===== src/rtl/alu_exec_ctrl.sv =====
// Execute-stage sequencer: accepts decoded instructions, fetches register operands, commits ALU strobes.
// Latency: accept-to-EXEC 1 cycle (immediate) / 2 cycles (register); instr_ready low in READ and on a skip.
module alu_exec_ctrl #(
  parameter int ADDR_WIDTH = 8,
  parameter int CNT_WIDTH  = 16
) (
  input  logic                  clk,
  input  logic                  reset_n,
  input  logic                  instr_valid,
  output logic                  instr_ready,
  input  logic [3:0]            instr_opcode,
  input  logic [2:0]            instr_selector,
  input  logic                  instr_direction,
  input  logic [7:0]            instr_operand,
  output logic                  mem_re,
  output logic [ADDR_WIDTH-1:0] mem_raddr,
  input  logic [7:0]            mem_rdata,
  output logic                  mem_we,
  output logic [ADDR_WIDTH-1:0] mem_waddr,
  output logic [7:0]            mem_wdata,
  output logic [3:0]            alu_opcode,
  output logic [2:0]            alu_selector,
  output logic                  alu_direction,
  output logic [7:0]            alu_operand,
  output logic [7:0]            alu_regvalue,
  output logic [7:0]            alu_accum,
  output logic                  alu_cin,
  input  logic [7:0]            alu_result,
  input  logic                  alu_accum_write,
  input  logic                  alu_reg_write,
  input  logic                  alu_z_write,
  input  logic                  alu_zout,
  input  logic                  alu_c_write,
  input  logic                  alu_cout,
  input  logic                  alu_retint,
  input  logic                  alu_skip,
  input  logic                  int_take,
  output logic [7:0]            accum,
  output logic                  z_flag,
  output logic                  c_flag,
  output logic                  int_active,
  output logic                  retint_pulse,
  output logic [CNT_WIDTH-1:0]  retired
);

  typedef enum logic [1:0] {S_IDLE, S_READ, S_EXEC, S_SQUASH} state_e;

  localparam logic [CNT_WIDTH-1:0] CNT_ONE = {{(CNT_WIDTH-1){1'b0}}, 1'b1};

  state_e                 state_q, state_d;
  logic                   was_read_q, was_read_d;
  logic [3:0]             opcode_q, opcode_d;
  logic [2:0]             selector_q, selector_d;
  logic                   direction_q, direction_d;
  logic [7:0]             operand_q, operand_d;
  logic [7:0]             accum_q, accum_d;
  logic                   z_q, z_d;
  logic                   c_q, c_d;
  logic                   sz_q, sz_d;
  logic                   sc_q, sc_d;
  logic                   int_active_q, int_active_d;
  logic [CNT_WIDTH-1:0]   retired_q, retired_d;

  logic accept;
  logic issue;
  logic new_is_imm;
  logic exec;

  always_comb begin
    instr_ready = 1'b0;
    case (state_q)
      S_IDLE, S_SQUASH: instr_ready = 1'b1;
      S_EXEC:           instr_ready = ~alu_skip;
      default:          instr_ready = 1'b0;
    endcase
  end

  assign accept     = instr_valid & instr_ready;
  // A handshake in SQUASH is the discarded instruction; it never reaches the latch.
  assign issue      = accept & (state_q != S_SQUASH);
  assign new_is_imm = (instr_opcode[3:2] == 2'b01);
  assign exec       = (state_q == S_EXEC);

  always_comb begin
    state_d      = state_q;
    was_read_d   = (state_q == S_READ);
    opcode_d     = opcode_q;
    selector_d   = selector_q;
    direction_d  = direction_q;
    operand_d    = operand_q;
    accum_d      = accum_q;
    z_d          = z_q;
    c_d          = c_q;
    sz_d         = sz_q;
    sc_d         = sc_q;
    int_active_d = int_active_q;
    retired_d    = retired_q;
    mem_we       = 1'b0;
    retint_pulse = 1'b0;

    if (issue) begin
      opcode_d    = instr_opcode;
      selector_d  = instr_selector;
      direction_d = instr_direction;
      operand_d   = instr_operand;
    end

    case (state_q)
      S_IDLE: begin
        if (issue) state_d = new_is_imm ? S_EXEC : S_READ;
      end
      S_READ: begin
        state_d = S_EXEC;
      end
      S_EXEC: begin
        if (alu_accum_write) accum_d = alu_result;
        if (alu_reg_write)   mem_we  = 1'b1;
        if (alu_z_write)     z_d     = alu_zout;
        if (alu_c_write)     c_d     = alu_cout;
        // Returning from an interrupt restores the shadowed flags over any same-cycle flag write.
        if (alu_retint) begin
          z_d          = sz_q;
          c_d          = sc_q;
          int_active_d = 1'b0;
          retint_pulse = 1'b1;
        end
        retired_d = retired_q + CNT_ONE;
        if (alu_skip)   state_d = S_SQUASH;
        else if (issue) state_d = new_is_imm ? S_EXEC : S_READ;
        else            state_d = S_IDLE;
      end
      S_SQUASH: begin
        if (accept) state_d = S_IDLE;
      end
      default: state_d = S_IDLE;
    endcase

    // Shadow captures post-commit flags, so a coincident RETINT hands its restored values over.
    if (int_take) begin
      sz_d         = z_d;
      sc_d         = c_d;
      int_active_d = 1'b1;
    end
  end

  always_ff @(posedge clk or negedge reset_n) begin
    if (!reset_n) begin
      state_q      <= S_IDLE;
      was_read_q   <= 1'b0;
      opcode_q     <= 4'h0;
      selector_q   <= 3'h0;
      direction_q  <= 1'b0;
      operand_q    <= 8'h00;
      accum_q      <= 8'h00;
      z_q          <= 1'b0;
      c_q          <= 1'b0;
      sz_q         <= 1'b0;
      sc_q         <= 1'b0;
      int_active_q <= 1'b0;
      retired_q    <= '0;
    end else begin
      state_q      <= state_d;
      was_read_q   <= was_read_d;
      opcode_q     <= opcode_d;
      selector_q   <= selector_d;
      direction_q  <= direction_d;
      operand_q    <= operand_d;
      accum_q      <= accum_d;
      z_q          <= z_d;
      c_q          <= c_d;
      sz_q         <= sz_d;
      sc_q         <= sc_d;
      int_active_q <= int_active_d;
      retired_q    <= retired_d;
    end
  end

  assign mem_re        = (state_q == S_READ);
  assign mem_raddr     = operand_q[ADDR_WIDTH-1:0];
  assign mem_waddr     = operand_q[ADDR_WIDTH-1:0];
  assign mem_wdata     = alu_result;

  assign alu_opcode    = opcode_q;
  assign alu_selector  = selector_q;
  assign alu_direction = direction_q;
  assign alu_operand   = operand_q;
  assign alu_regvalue  = (exec && was_read_q) ? mem_rdata : 8'h00;
  assign alu_accum     = accum_q;
  assign alu_cin       = c_q;

  assign accum         = accum_q;
  assign z_flag        = z_q;
  assign c_flag        = c_q;
  assign int_active    = int_active_q;
  assign retired       = retired_q;

endmodule


===== config.mk =====
export PLATFORM = sky130hd
export DESIGN_NAME = alu_exec_ctrl
export DESIGN_NICKNAME = d
export VERILOG_FILES = /design/src/rtl/alu_exec_ctrl.sv
export SDC_FILE = /design/constraint.sdc
export NUM_CORES = 1
export LEC_CHECK = 0
export ABC_CLOCK_PERIOD_IN_PS = 2100
export CAP_MARGIN = 20
export CORE_MARGIN = 10
export CORE_UTILIZATION = 35
export CTS_CLUSTER_DIAMETER = 150
export DETAILED_ROUTE_END_ITERATION = 8
export GPL_ROUTABILITY_DRIVEN = 0
export HOLD_SLACK_MARGIN = 0.1
export PLACE_DENSITY_LB_ADDON = 0.15
export SYNTH_ARGS = -nofsm -noshare
export SYNTH_HDL_FRONTEND = slang
export SYNTH_SLANG_ARGS = --single-unit

===== constraint.sdc =====
create_clock -name clk -period 2.1 [get_ports clk]
set_input_delay 0.315 -clock clk [delete_from_list [all_inputs] [get_ports clk]]
set_output_delay 0.315 -clock clk [all_outputs]
set_load 0.03 [all_outputs]

==> impl_metrics.csv, run 1 <==
group,metric,value,unit
floorplan,initial_utilization,35.9,%
layout,drive_gt1_share,20.8,%
power_and_ir_drop,peakVddDrop,848,uV
sta,final.setup_skew,0.00900,ns
layout,regArea,1200,um2
worst_setup_path,slowest_delay,0.43,ns
sta,worstMarginPinSlew,0.363,ns
yosys,ys_seq_area_share,49.6,%
power_and_ir_drop,clkPwrFrac,10.9,%
sta,grt_setup_unrepaired,"no",
cts,max-clock-path-buffers,2,
placed_design,place_ws,-0.0370,ns
sta,slew_headroom,75.8,%
yosys,netlist_area,2420,um2
cts,clk_pin_slew,0.09,ns
routing,wl_met1,2.51,mm
sta,timing.final.crit_share,95.0,%
routing,via_per_inst,4.58,
worst_setup_path,critPathMaxFanout,4,
grt,grt.overflow.total,0,
power_and_ir_drop,swShare,44.1,%
sta,drv_slew,0,
yosys,yosys.cell_types.count,31,
layout,antenna_cells,0,
routing,vias,1776,
placed_design,hpwl,4.93,mm
worst_setup_path,critPathRequiredTime,2.28,ns
worst_setup_path,path_cells,"inv_2 -> ha_2 -> nand2b_4 -> buf_4 -> a2111oi_4 -> o22ai_2 -> o32a_1",
yosys,ys_ff_latch,48,
worst_setup_path,worstPathArrival,2.17,ns
layout,nets,357,
layout,fillers,580,
job,max_cap_violations,0,
grt,grt_pass1_vias,1886,
routing,ant_nets,0,
layout,multiInputGateArea,947,um2
cts,htree_levels,2,
floorplan,core,6760,um2
grt,grt.total_usage,11.2,%
sta,period_needed,2.00,ns
grt,grt_pass1_wl,9.48,mm
worst_setup_path,slowest_stage,"dfrtp_1",
power_and_ir_drop,p_per_area,1610,nW/um2
routing,wl_met2,3.00,mm
floorplan,die_h,103,um
yosys,syn_nets,249,
sta,worst_hold_slack,0.471,ns
sta,post-route-worst-setup-slack,0.105,ns
worst_setup_path,r2r_setup_slack,0.10,ns
worst_setup_path,criticalPathCategory,"flop to flop",
routing,top_layer_used,"met4",
yosys,synth_warnings,0,
yosys,postSynthCellCount,199,
floorplan,fp.dieArea,10700,um2
power_and_ir_drop,pwr-share-comb,62.8,%
floorplan,rows,30,
routing,wire_per_inst,15.9,um
yosys,synth.avg_cell_area,12.2,um2
worst_setup_path,crit_path_end_kind,"flop",
hold_path,min_path_type,"flop to flop",
yosys,synth.top_cells.by_area,"dfrtp_1 50%, mux2_2 13%, buf_4 11%",
placed_design,dp_cells,377,
cts,numCtsBuffers,5,
power_and_ir_drop,seqPwrFrac,26.3,%
routing,wirelength,6.16,mm
routing,drt-initial-drc-count,30,
cts,clock-sinks,48,
cts,cts_tree,"built",
routing,first_pass_iters,4,
layout,fin_cells,388,
cts,clockRootBuffer,"clkbuf_8",
routing,wl_met3,606,um
power_and_ir_drop,power.total,0.00603,W
worst_setup_path,cp-start-kind,"flop",
floorplan,floorplan.io_pins,132,
power_and_ir_drop,switching_power,0.00266,W
grt,grt_max_degree,36,
layout,syn2layout_area_growth,54.4,%
cts,clk_latency,0.30,ns
grt,antenna_found_initial,0,
sta,hold_violations,0,
yosys,synth_top_area_cell,"dfrtp_1",
routing,drcViolationCount,0,
outcome,status,"finished, final reports clean",
sta,max_freq,501,MHz
power_and_ir_drop,internal_power,0.00337,W
placed_design,port_buffers,131,
floorplan,die_x,103,um
sta,final-setup-viol-count,0,
power_and_ir_drop,leakage,1.63,nW
yosys,synth_top_area_share,49.6,%
[area by class of cell]
type                    instances  share of cell area, %
multi-input cells             107                   25.3
clock buffers                   6                   1.94
repair buffers                140                   36.5
flip-flops and latches         48                   32.1
well taps                      80                   2.67
clock inverters                 2                  0.936
inverters                       5                  0.502
[cells in the mapped netlist]
library cell,number
and4_1,5
and2_1,5
a21o_1,1
clkbuf_1,3
nand2_1,10
or2_2,1
dfrtp_1,48
a211o_1,1
buf_4,35
o22ai_1,1
nand4_1,2
nand3b_1,2
nor4bb_1,1
buf_6,1
nor2b_1,2
o32a_1,1
a2111oi_2,1
ha_1,6
mux2_2,27
and3_1,11
xor2_1,3
a22o_1,2
a2111oi_4,1
nand2b_4,1
a31oi_1,1
inv_1,5
nand3_1,6
o21ai_0,2
xnor2_1,12
o22ai_2,1
a21oi_1,1
[state kept, by name, summed over array words and instances, names as in the netlist]
signal	count
z_flag	1
alu_opcode	4
was_read_q	1
alu_operand	8
alu_cin	1
alu_selector	3
int_active	1
sz_q	1
sc_q	1
state_q	2
retired	16
accum	8
alu_direction	1
[metal layers]
layer,up-vias,GRT usage [%]
met4,0,2.89
met1,835,12.7
met2,71,18.6
li1,865,-
met3,5,5.12
met5,-,0
[cell families after synthesis]
| group | after synthesis | share of synthesized area [%] |
|---|---|---|
| AO/OA/AOI/OAI | 13 | 5.21 |
| multiplexers | 27 | 12.5 |
| adder cells (fa/ha/maj) | 6 | 3.10 |
| AND/OR/NAND/NOR | 46 | 11.6 |
| flip-flops | 48 | 49.6 |
| buffers and inverters | 44 | 12.5 |
| XOR/XNOR | 15 | 5.42 |
[through the flow]
step / utilization [%] / instance area [um2] / setup TNS [ns]
floorplan: - / 2420 / 0
global placement: 52.9 / 3570 / 0
detailed placement: 52.9 / 3570 / -0.360
CTS: 54.8 / 3700 / 0
global route: 55.4 / 3740 / 0
finish: 55.4 / 3740 / 0
[final timing paths]
check,from,endpoint,depth (start not counted)
max,state_q[0],state_q[0],7
min,retired[15],retired[15],1
max reg2reg,state_q[0],state_q[0],7
min reg2reg,retired[15],retired[15],1
max in group asynchronous,reset_n,retired[14],3
min in group asynchronous,reset_n,alu_operand[3],2
[power groups by stage]
stage          Clock (W)  Sequential, W  Combinational (W)
6_report        0.000657        0.00159            0.00379
5_1_grt         0.000714        0.00165            0.00400
4_1_cts         0.000687        0.00159            0.00376
3_5_place_dp           0        0.00160            0.00374
3_3_place_gp           0        0.00159            0.00370
2_1_floorplan          0        0.00217            0.00194
[timing repair]
item	in CTS	in global routing
setup endpoints to repair	2	34
hold buffers	1	0
gates resized for setup	2	7
pin swaps	0	2
hold endpoints to repair	13	0
setup buffers	0	2
[critical path, delay by kind of cell, from the launching register on]
kind	cells	cell delay [ns]
flip-flops	1	0.43
buffers and inverters	2	0.26
AND/OR/NAND/NOR	1	0.07
AO/OA/AOI/OAI	3	0.88
adder cells (fa/ha/maj)	1	0.24
[cells in the final DEF, fill, tap and decap left out, types with 6 or more instances in the layout]
cell type	netlist	final
xnor2_1	12	12
dfrtp_1	48	48
and3_1	11	10
mux2_2	27	27
buf_4	35	17
nand3_1	6	6
nand2_1	10	10
clkdlybuf4s50_1	0	118
(Power assumes the default switching activity.)
==> run 2, diff against run 1 <==
- HOLD_SLACK_MARGIN: 0.1 -> not set
==> results of run 2 <==
Final layout, timing and power as in run 1 (identical DEF).
==> run 3, diff against run 2 <==
- CORE_MARGIN: 10 -> 3
- REMOVE_ABC_BUFFERS: not set -> 1
- SLEW_MARGIN: not set -> 20
==> impl_metrics.csv, run 3 (same netlist as run 1, synthesis figures left out) <==
group,metric,value,unit
outcome,status,"finished, final reports clean",
sta,final.setup_skew,0.00246,ns
placed_design,place_ws,-0.00321,ns
layout,antenna_cells,0,
cts,max-clock-path-buffers,2,
cts,htree_levels,2,
routing,wire_per_inst,14.9,um
worst_setup_path,slowest_delay,0.48,ns
sta,post-route-worst-setup-slack,0.0430,ns
worst_setup_path,crit_family,"compound AO/OA/AOI/OAI gates",
worst_setup_path,cp-start-kind,"flop",
routing,drt-initial-drc-count,34,
cts,clk_pin_slew,0.08,ns
worst_setup_path,critPathRequiredTime,2.28,ns
power_and_ir_drop,power.total,0.00585,W
sta,hold_violations,0,
grt,grt.total_usage,14.7,%
power_and_ir_drop,p_per_area,1590,nW/um2
sta,drv_slew,0,
worst_setup_path,reg2reg_from,"state_q[0]",
cts,clock-sinks,48,
sta,slew_headroom,59.6,%
cts,cts_setup_buffers,0,
worst_setup_path,crit_path_end_kind,"flop",
floorplan,fp.dieArea,7960,um2
layout,layout_commonest_cell,"clkdlybuf4s50_1",
cts,clockRootBuffer,"clkbuf_8",
power_and_ir_drop,peakVddDrop,990,uV
job,max_cap_violations,0,
floorplan,initial_utilization,37.1,%
grt,antenna_found_initial,0,
floorplan,rows,29,
worst_setup_path,crit_buf_inv,2,
cts,numCtsBuffers,5,
worst_setup_path,critPathMaxFanout,4,
placed_design,place_area,3560,um2
cts,ctsHoldBuffers,0,
grt,grt.overflow.total,0,
routing,first_pass_iters,2,
worst_setup_path,cp-startpoint,"state_q[0]",
worst_setup_path,r2r_cells,6,
power_and_ir_drop,switching_power,0.00261,W
layout,drive_gt1_share,18.1,%
grt,grt_pass1_wl,9.09,mm
sta,worstMarginPinSlew,0.606,ns
worst_setup_path,slowest_stage,"a2111oi_4",
power_and_ir_drop,seqPwrFrac,27.3,%
layout,syn2layout_area_growth,51.4,%
routing,drcViolationCount,0,
floorplan,die_h,89.2,um
grt,grt_pass1_vias,1945,
sta,timing.final.crit_share,98.0,%
layout,multiInputGateArea,931,um2
grt,grt_max_degree,49,
power_and_ir_drop,clkPwrFrac,9.5,%
worst_setup_path,criticalPathCategory,"flop to flop",
cts,clk_latency,0.29,ns
sta,grt_setup_unrepaired,"yes",
worst_setup_path,r2r_end,"state_q[0]",
routing,wirelength,5.69,mm
cts,cts_tree,"built",
layout,largest_register_ffs,16,
power_and_ir_drop,internal_power,0.00324,W
placed_design,hpwl,4.33,mm
layout,design_area,3670,um2
worst_setup_path,r2r_setup_slack,0.04,ns
hold_path,min_path_type,"primary input to asynchronous set/reset pin",
floorplan,core,6530,um2
power_and_ir_drop,swShare,44.5,%
floorplan,die_x,89.2,um
layout,regArea,1200,um2
layout,fin_cells,381,
floorplan,floorplan.io_pins,132,
routing,vias,1827,
routing,via_per_inst,4.80,
sta,max_freq,486,MHz
placed_design,port_buffers,131,
layout,nets,353,
worst_setup_path,worstPathArrival,2.23,ns
sta,final-setup-viol-count,0,
layout,final_cell_mix,"118 x clkdlybuf4s50_1, 48 x dfrtp_1, 27 x mux2_2, 14 x buf_4, 12 x xnor2_1",
power_and_ir_drop,leakage,1.60,nW
layout,fillers,586,
worst_setup_path,path_cells,"inv_1 -> ha_1 -> a2111oi_4 -> buf_4 -> o22ai_2 -> o32a_1",
placed_design,dp_cells,373,
power_and_ir_drop,pwr-share-comb,63.3,%
routing,ant_nets,0,
sta,period_needed,2.06,ns
## run 3: changes by cell type in the layout (fill, tap and decap cells not counted), moves of 2 or more
cell and delta:
buf_4 -3, ha_1 +2, inv_1 +2, inv_2 -2
## run 3: metrics by stage
| step | TNS, ns | hold WS, ns | util, % |
|---|---|---|---|
| 4_1_cts | 0 | 0.130 | 55.9 |
| 5_1_grt | -0.0806 | 0.165 | 56.2 |
| 6_report | 0 | 0.120 | 56.2 |
| 3_5_place_dp | -0.00321 | 0.453 | 54.6 |
| 3_3_place_gp | 0 | 0.458 | 54.6 |
| 2_1_floorplan | -8.48 | 0.0194 | - |
## run 3: how the worst max path moves through the flow
stage | to | depth (start not counted) | slack (ns)
3_5_place_dp | state_q[0] | 6 | -0.003
4_1_cts | state_q[0] | 6 | 0.02
5_1_grt | state_q[0] | 6 | -0.06
2_1_floorplan | state_q[0] | 6 | -0.56
3_3_place_gp | state_q[0] | 6 | 0.02
6_report | state_q[0] | 6 | 0.04
## run 3: layer usage
layer  routed length [um]  track usage [%]  vias up
met5                    0                0        -
met4                   70             4.47        0
met3                  583             5.53        7
met2                 2800             25.5       85
met1                 2240             16.7      870
li1                     -                -      865
## run 3: final cells by class
cell class,count,area share [%]
sequential,48,32.7
tap,77,2.63
inverter,5,0.512
clock buffer,8,2.46
multi-input combinational,107,25.4
timing repair buffer,136,36.3
## run 3: power by group through the flow
| stage | Sequential [W] | Clock, W | Combinational, W |
|---|---|---|---|
| 3_5_place_dp | 0.00161 | 0 | 0.00370 |
| 2_1_floorplan | 0.00268 | 0 | 0.00100 |
| 5_1_grt | 0.00166 | 0.000620 | 0.00391 |
| 6_report | 0.00160 | 0.000553 | 0.00370 |
| 4_1_cts | 0.00160 | 0.000583 | 0.00370 |
| 3_3_place_gp | 0.00160 | 0 | 0.00369 |
## run 3: timing repair
action	4_1_cts	5_1_grt
endpoints found under the setup margin	1	14
resized for setup	1	2
pin swaps	0	1
==> RTL change 1 (config.mk and constraints of run 2) <==
Take the reset off `operand_q` and load it in a clocked block of its own.
--- a/src/rtl/alu_exec_ctrl.sv
+++ b/src/rtl/alu_exec_ctrl.sv
@@ -152,3 +152,2 @@
       direction_q  <= 1'b0;
-      operand_q    <= 8'h00;
       accum_q      <= 8'h00;
@@ -166,3 +165,2 @@
       direction_q  <= direction_d;
-      operand_q    <= operand_d;
       accum_q      <= accum_d;
@@ -177,2 +175,6 @@
 
+  always_ff @(posedge clk) begin
+    operand_q <= operand_d;
+  end
+
   assign mem_re        = (state_q == S_READ);
Check against the original RTL: not equivalent (Yosys sat finds a counterexample within 4 cycles, from zero or initial values and one cycle with reset_n low).
==> RTL change 1 against run 2 <==
- routed wire length increased by 4.1%
- utilization increased by 1.2 points
- maximum frequency decreased by 0.35%
- clock power decreased by 1%
- final area decreased by 2.3%
- sequential cell count unchanged
- worst hold slack got worse by 0.40 ns
- synthesized area decreased by 2.7%
- power decreased by 11%
- worst setup slack got worse by 0.0071 ns
- non-clock buffer count decreased by 4
==> RTL change 1: results (changes against run 2) <==
Routing
  • Met3 WL: 469 um (was 606 um)
  • Wl on met1: 2.58 mm (was 2.51 mm)
  • Detailed Route Iter0 Violations: 20 (was 30)
  • Vias post-DR: 1,756 (was 1,776)
  • Routed WL: 6.41 mm (was 6.16 mm)

Cells and area
  • Multi-In Gates: 99 (was 107)
  • Sequential Area: 0.00124 mm^2 (was 0.00120 mm^2)
  • Multi-input gate share of total cell area: 23.5% (was 25.3%)
  • Fill cells: 555 (was 580)
  • Multi-input gate area: 858 um^2 (was 947 um^2)
  • Buffering overhead: 36.5% (about the same)
  • Non-clock buffers: 136 (was 140)
  • Net count, final: 345 (was 357)
  • Share of cells above drive strength 1: 14.5% (was 20.8%)

Yosys
  • Ys async rst share: 83.3% (was 100%)
  • Area share of xor/xnor cells in the synthesized design: 5.57% (was 5.42%)
  • Synth Area in Compound Gates: 5.09% (was 5.21%)
  • Number of flops mapped to enable cells by yosys: 8 (was 0)
  • Post-synthesis adder-cell area fraction: 3.18% (was 3.10%)
  • Synth cell count leaders: 40 x dfrtp_1, 35 x buf_4, 12 x xnor2_1 (was 48 x dfrtp_1, 35 x buf_4, 27 x mux2_2)
  • Area contributors post-synth: dfrtp_1 42%, buf_4 11%, edfxtp_1 10%, mux2_2 5.3%, xnor2_1 4.5% (was dfrtp_1 50%, mux2_2 13%, buf_4 11%, xnor2_1 4.3%, ha_1 3.1%)
  • Synthesized Nets: 240 (was 249)
  • Sequential area share after synthesis: 52.6% (was 49.6%)

Status
  • Status: complete, no violations (unchanged)

Global route
  • First-pass GRT wire length: 9.37 mm (was 9.48 mm)
  • Met2 Track Usage GR: 20.0% (was 18.6%)
  • Largest net degree at the start of global routing: 33 (was 36)
  • Number of global-route vias before repair: 1,748 (was 1,886)
  • Met1 Use GR: 13.0% (was 12.7%)
  • All-Layer GR Usage: 11.4% (was 11.2%)
  • Grt met3 use: 3.58% (was 5.12%)

Power and ir drop
  • Clock share of power: 12.1% (was 10.9%)
  • Lkg Pwr: 1.57 nW (was 1.63 nW)
  • Maximum vdd drop: 902 uV (was 848 uV)
  • Power Total: 5.37 mW (was 6.03 mW)
  • Sw Ratio: 43.2% (was 44.1%)

STA
  • Worst-Margin Slew: 0.748 ns (was 0.363 ns)

Placement
  • Placed cell count: 365 (was 377)
  • Final HPWL DP: 5.17 mm (was 4.93 mm)
  • Placed Area: 0.00351 mm^2 (was 0.00357 mm^2)
  • Post-Place Setup Slack: 0.0516 ns (was -0.0370 ns)

Critical path
  • CP delay by family, top: buffers and inverters (was compound AO/OA/AOI/OAI gates)
  • Critical Path AT: 1.69 ns (was 2.17 ns)

Hold path
  • Min-delay worst type: in2async (was reg2reg)

Floorplanning
  • Die width: 102 um (was 103 um)
## RTL change 1: cell count changes after synthesis
cell,run 2,this run
o22ai_2,1,0
buf_6,1,0
o22ai_1,1,2
mux2_2,27,11
nor4bb_1,1,0
edfxtp_1,0,8
dfrtp_1,48,40
mux2_1,0,8
and4bb_1,0,1
## RTL change 1: worst paths after layout
| path | from | cells past startpoint | slack, ns | endpoint |
|---|---|---|---|---|
| setup / recovery | state_q[0] | 6 | 0.1 | alu_regvalue[1] |
| max in group asynchronous | reset_n | 2 | 1.45 | alu_opcode[1] |
| min in group clk | retired[15] | 1 | 0.48 | retired[15] |
| hold reg to reg | retired[15] | 1 | 0.48 | retired[15] |
| hold / removal | reset_n | 1 | 0.07 | int_active |
| setup reg to reg | state_q[1] | 6 | 0.1 | state_q[0] |
## RTL change 1: what timing repair did
item	CTS	global route
endpoints found under the setup margin	9	11
pin swaps	0	0
hold endpoints to repair	0	0
resized for setup	2	6
==> RTL change 2 (config.mk and constraints of run 2) <==
Made on the original files. The parameter `CNT_WIDTH` goes from 16 to 14.
--- a/src/rtl/alu_exec_ctrl.sv
+++ b/src/rtl/alu_exec_ctrl.sv
@@ -4,3 +4,3 @@
   parameter int ADDR_WIDTH = 8,
-  parameter int CNT_WIDTH  = 16
+  parameter int CNT_WIDTH  = 14
 ) (
Interface: changed (resized retired); port bits go from 132 to 130. No check against the original RTL was run, so the function may have changed too.
==> RTL change 2 against run 2 <==
- maximum frequency is 0.52% higher
- final area is 4.3% lower
- die area is 4.4% lower
- non-clock buffer count is 6 lower
- worst hold slack worse by 0.38 ns
- utilization is 0.99 points higher
- sequential cell count is 2 lower
- global-route usage is 0.64 points higher
- worst setup slack better by 0.010 ns
- combinational power is 5.8% lower
- routed wire length is 0.97% higher
- synthesized area is 5.4% lower
- power is 2.1% lower
- critical path type unchanged
- critical endpoint is now alu_opcode[0]
- largest power group unchanged
- highest routed layer unchanged
==> RTL change 2: results (changes against run 2) <==
Global route
  • Initial antenna violation count: 0 (unchanged)
  • Largest net degree at the start of global routing: 47 (was 36)
  • All-Layer GR Usage: 11.8% (was 11.2%)
  • First-pass GRT wire length: 9.72 mm (was 9.48 mm)
  • Number of global-route vias before repair: 1,892 (was 1,886)

Critical path
  • Reg2reg start: state_q[0] (unchanged)
  • Worst Path Class, Setup: reg2reg (unchanged)
  • FF-to-FF path depth: 6 (was 7)
  • R2R Path End: alu_opcode[0] (was state_q[0])
  • Critical Path AT: 2.17 ns (about the same)
  • R2r setup slk: 0.11 ns
  • Crit-path max FO: 18 (was 4)

Cells and area
  • Share of cells above drive strength 1: 17.8% (was 20.8%)
  • Fill cells: 553 (was 580)
  • Max reg flops: 14 (was 16)
  • Net count, final: 346 (was 357)
  • Antenna diode count: 0 (unchanged)

CTS
  • Root Driver: clkbuf_8 (unchanged)
  • Clock transition at path regs: 0.08 ns
  • Num CTS Buffers: 5 (unchanged)
  • Htree depth: 2 (unchanged)
  • Clock Latency Late Sink: 0.30 ns (about the same)
  • Clk buf depth: 2 (unchanged)

Yosys
  • Synth cell count leaders: 46 x dfrtp_1, 34 x buf_4, 26 x mux2_2 (was 48 x dfrtp_1, 35 x buf_4, 27 x mux2_2)
  • Ys async rst share: 100% (unchanged)
  • Area contributors post-synth: dfrtp_1 50%, mux2_2 13%, buf_4 11%, xnor2_1 3.4%, ha_1 3.3% (was dfrtp_1 50%, mux2_2 13%, buf_4 11%, xnor2_1 4.3%, ha_1 3.1%)
  • Synthesized Nets: 242 (was 249)
  • Sequential area share after synthesis: 50.2% (was 49.6%)
  • Netlist cell types: 29 (was 31)
  • Synth Warn #: 0 (unchanged)

Routing
  • Initial DRT Pass Iterations: 4 (unchanged)
  • Drt wl/cell: 16.6 um (was 15.9 um)
  • Detailed Route Iter0 Violations: 27 (was 30)
  • Vias post-DR: 1,738 (was 1,776)

Status
  • Status: complete, no violations (unchanged)

Floorplanning
  • Die width: 101 um (was 103 um)

Power and ir drop
  • Sw Ratio: 43.3% (was 44.1%)
  • Maximum vdd drop: 1050 uV (was 848 uV)
  • Lkg Pwr: 1.58 nW (was 1.63 nW)

STA
  • Worst-Margin Slew: 0.587 ns (was 0.363 ns)
  • Clk_skew: 0.00568 ns (was 0.00900 ns)

Placement
  • Port Buffer Count: 129 (was 131)
  • Final HPWL DP: 4.92 mm (was 4.93 mm)

Hold path
  • Min-delay worst type: in2async (was reg2reg)
==> RTL change 2: changes by cell type in the layout (fill, tap and decap cells not counted), moves of 3 or more <==
cell,before,now
and4_1,5,0
and2_1,5,1
nor2_1,0,4
buf_4,17,14
nand2_1,10,13
xnor2_1,12,9
==> RTL change 2: routing by layer <==
| layer | vias up | wire length, um | track usage (%) |
|---|---|---|---|
| met5 | - | 0 | 0 |
| met4 | 0 | 59 | 3.54 |
| met3 | 5 | 715 | 6.45 |
| met2 | 64 | 3170 | 19.9 |
| met1 | 847 | 2280 | 12.4 |
| li1 | 822 | - | - |
==> RTL change 2: what timing repair did <==
action | in CTS | in global routing
gates resized for setup | 0 | 1
setup buffers | 0 | 0
endpoints found under the setup margin | 0 | 1
==> RTL change 2: cell families after synthesis <==
logic type | synth area share, %
DFF | 50.2
and+or+nand+nor | 10.6
AOI/OAI and AO/OA | 3.93
adders and majority gates | 3.28
muxes | 14.1
buffers and inverters | 12.8
xor gates and xnor gates | 4.97
==> RTL change 2: worst min-delay path by stage <==
stage                     startpoint  endpoint  slack (ns)
final                        reset_n    z_flag        0.09
after floorplan              reset_n  accum[0]        0.02
after global routing         reset_n    z_flag        0.13
after detailed placement     reset_n    z_flag        0.45
after CTS                    reset_n    z_flag        0.13
after global placement       reset_n    z_flag        0.45
==> RTL change 2: critical path, stage by stage (launching register included) <==
cell and delay (ns):
dfrtp_1 0.41, inv_1 0.14, ha_1 0.29, nand2b_4 0.08
a2111oi_4 0.40, buf_12 0.20, mux2_2 0.35
==> RTL change 2: through the flow <==
stage	setup WS (ns)	std cells	power (mW)	cell area (um^2)
3_5_place_dp	0.0977	366	5.18	3430
3_3_place_gp	0.142	366	5.14	3430
4_1_cts	0.0284	374	6.01	3580
5_1_grt	0.0406	374	6.23	3580
2_1_floorplan	0.0295	192	3.92	2290
6_report	0.115	374	5.91	3580
==> RTL change 2: cell type report <==
class	instances	area, um^2	share of cell area [%]
Timing Repair Buffer	134	1320	37.0
Sequential cell	46	1150	32.2
Multi-Input combinational cell	104	847	23.7
Inverter	5	18.8	0.524
Clock buffer	6	82.6	2.31
Clock inverter	2	60.1	1.68
Tap cell	77	96.3	2.69
==> RTL change 2: power by group through the flow <==
stage | clock network [mW] | logic, mW | registers (mW)
after floorplan | 0 | 1.82 | 2.09
after global placement | 0 | 3.61 | 1.53
after detailed placement | 0 | 3.63 | 1.55
after CTS | 0.830 | 3.64 | 1.54
after global routing | 0.867 | 3.77 | 1.59
final | 0.807 | 3.57 | 1.53
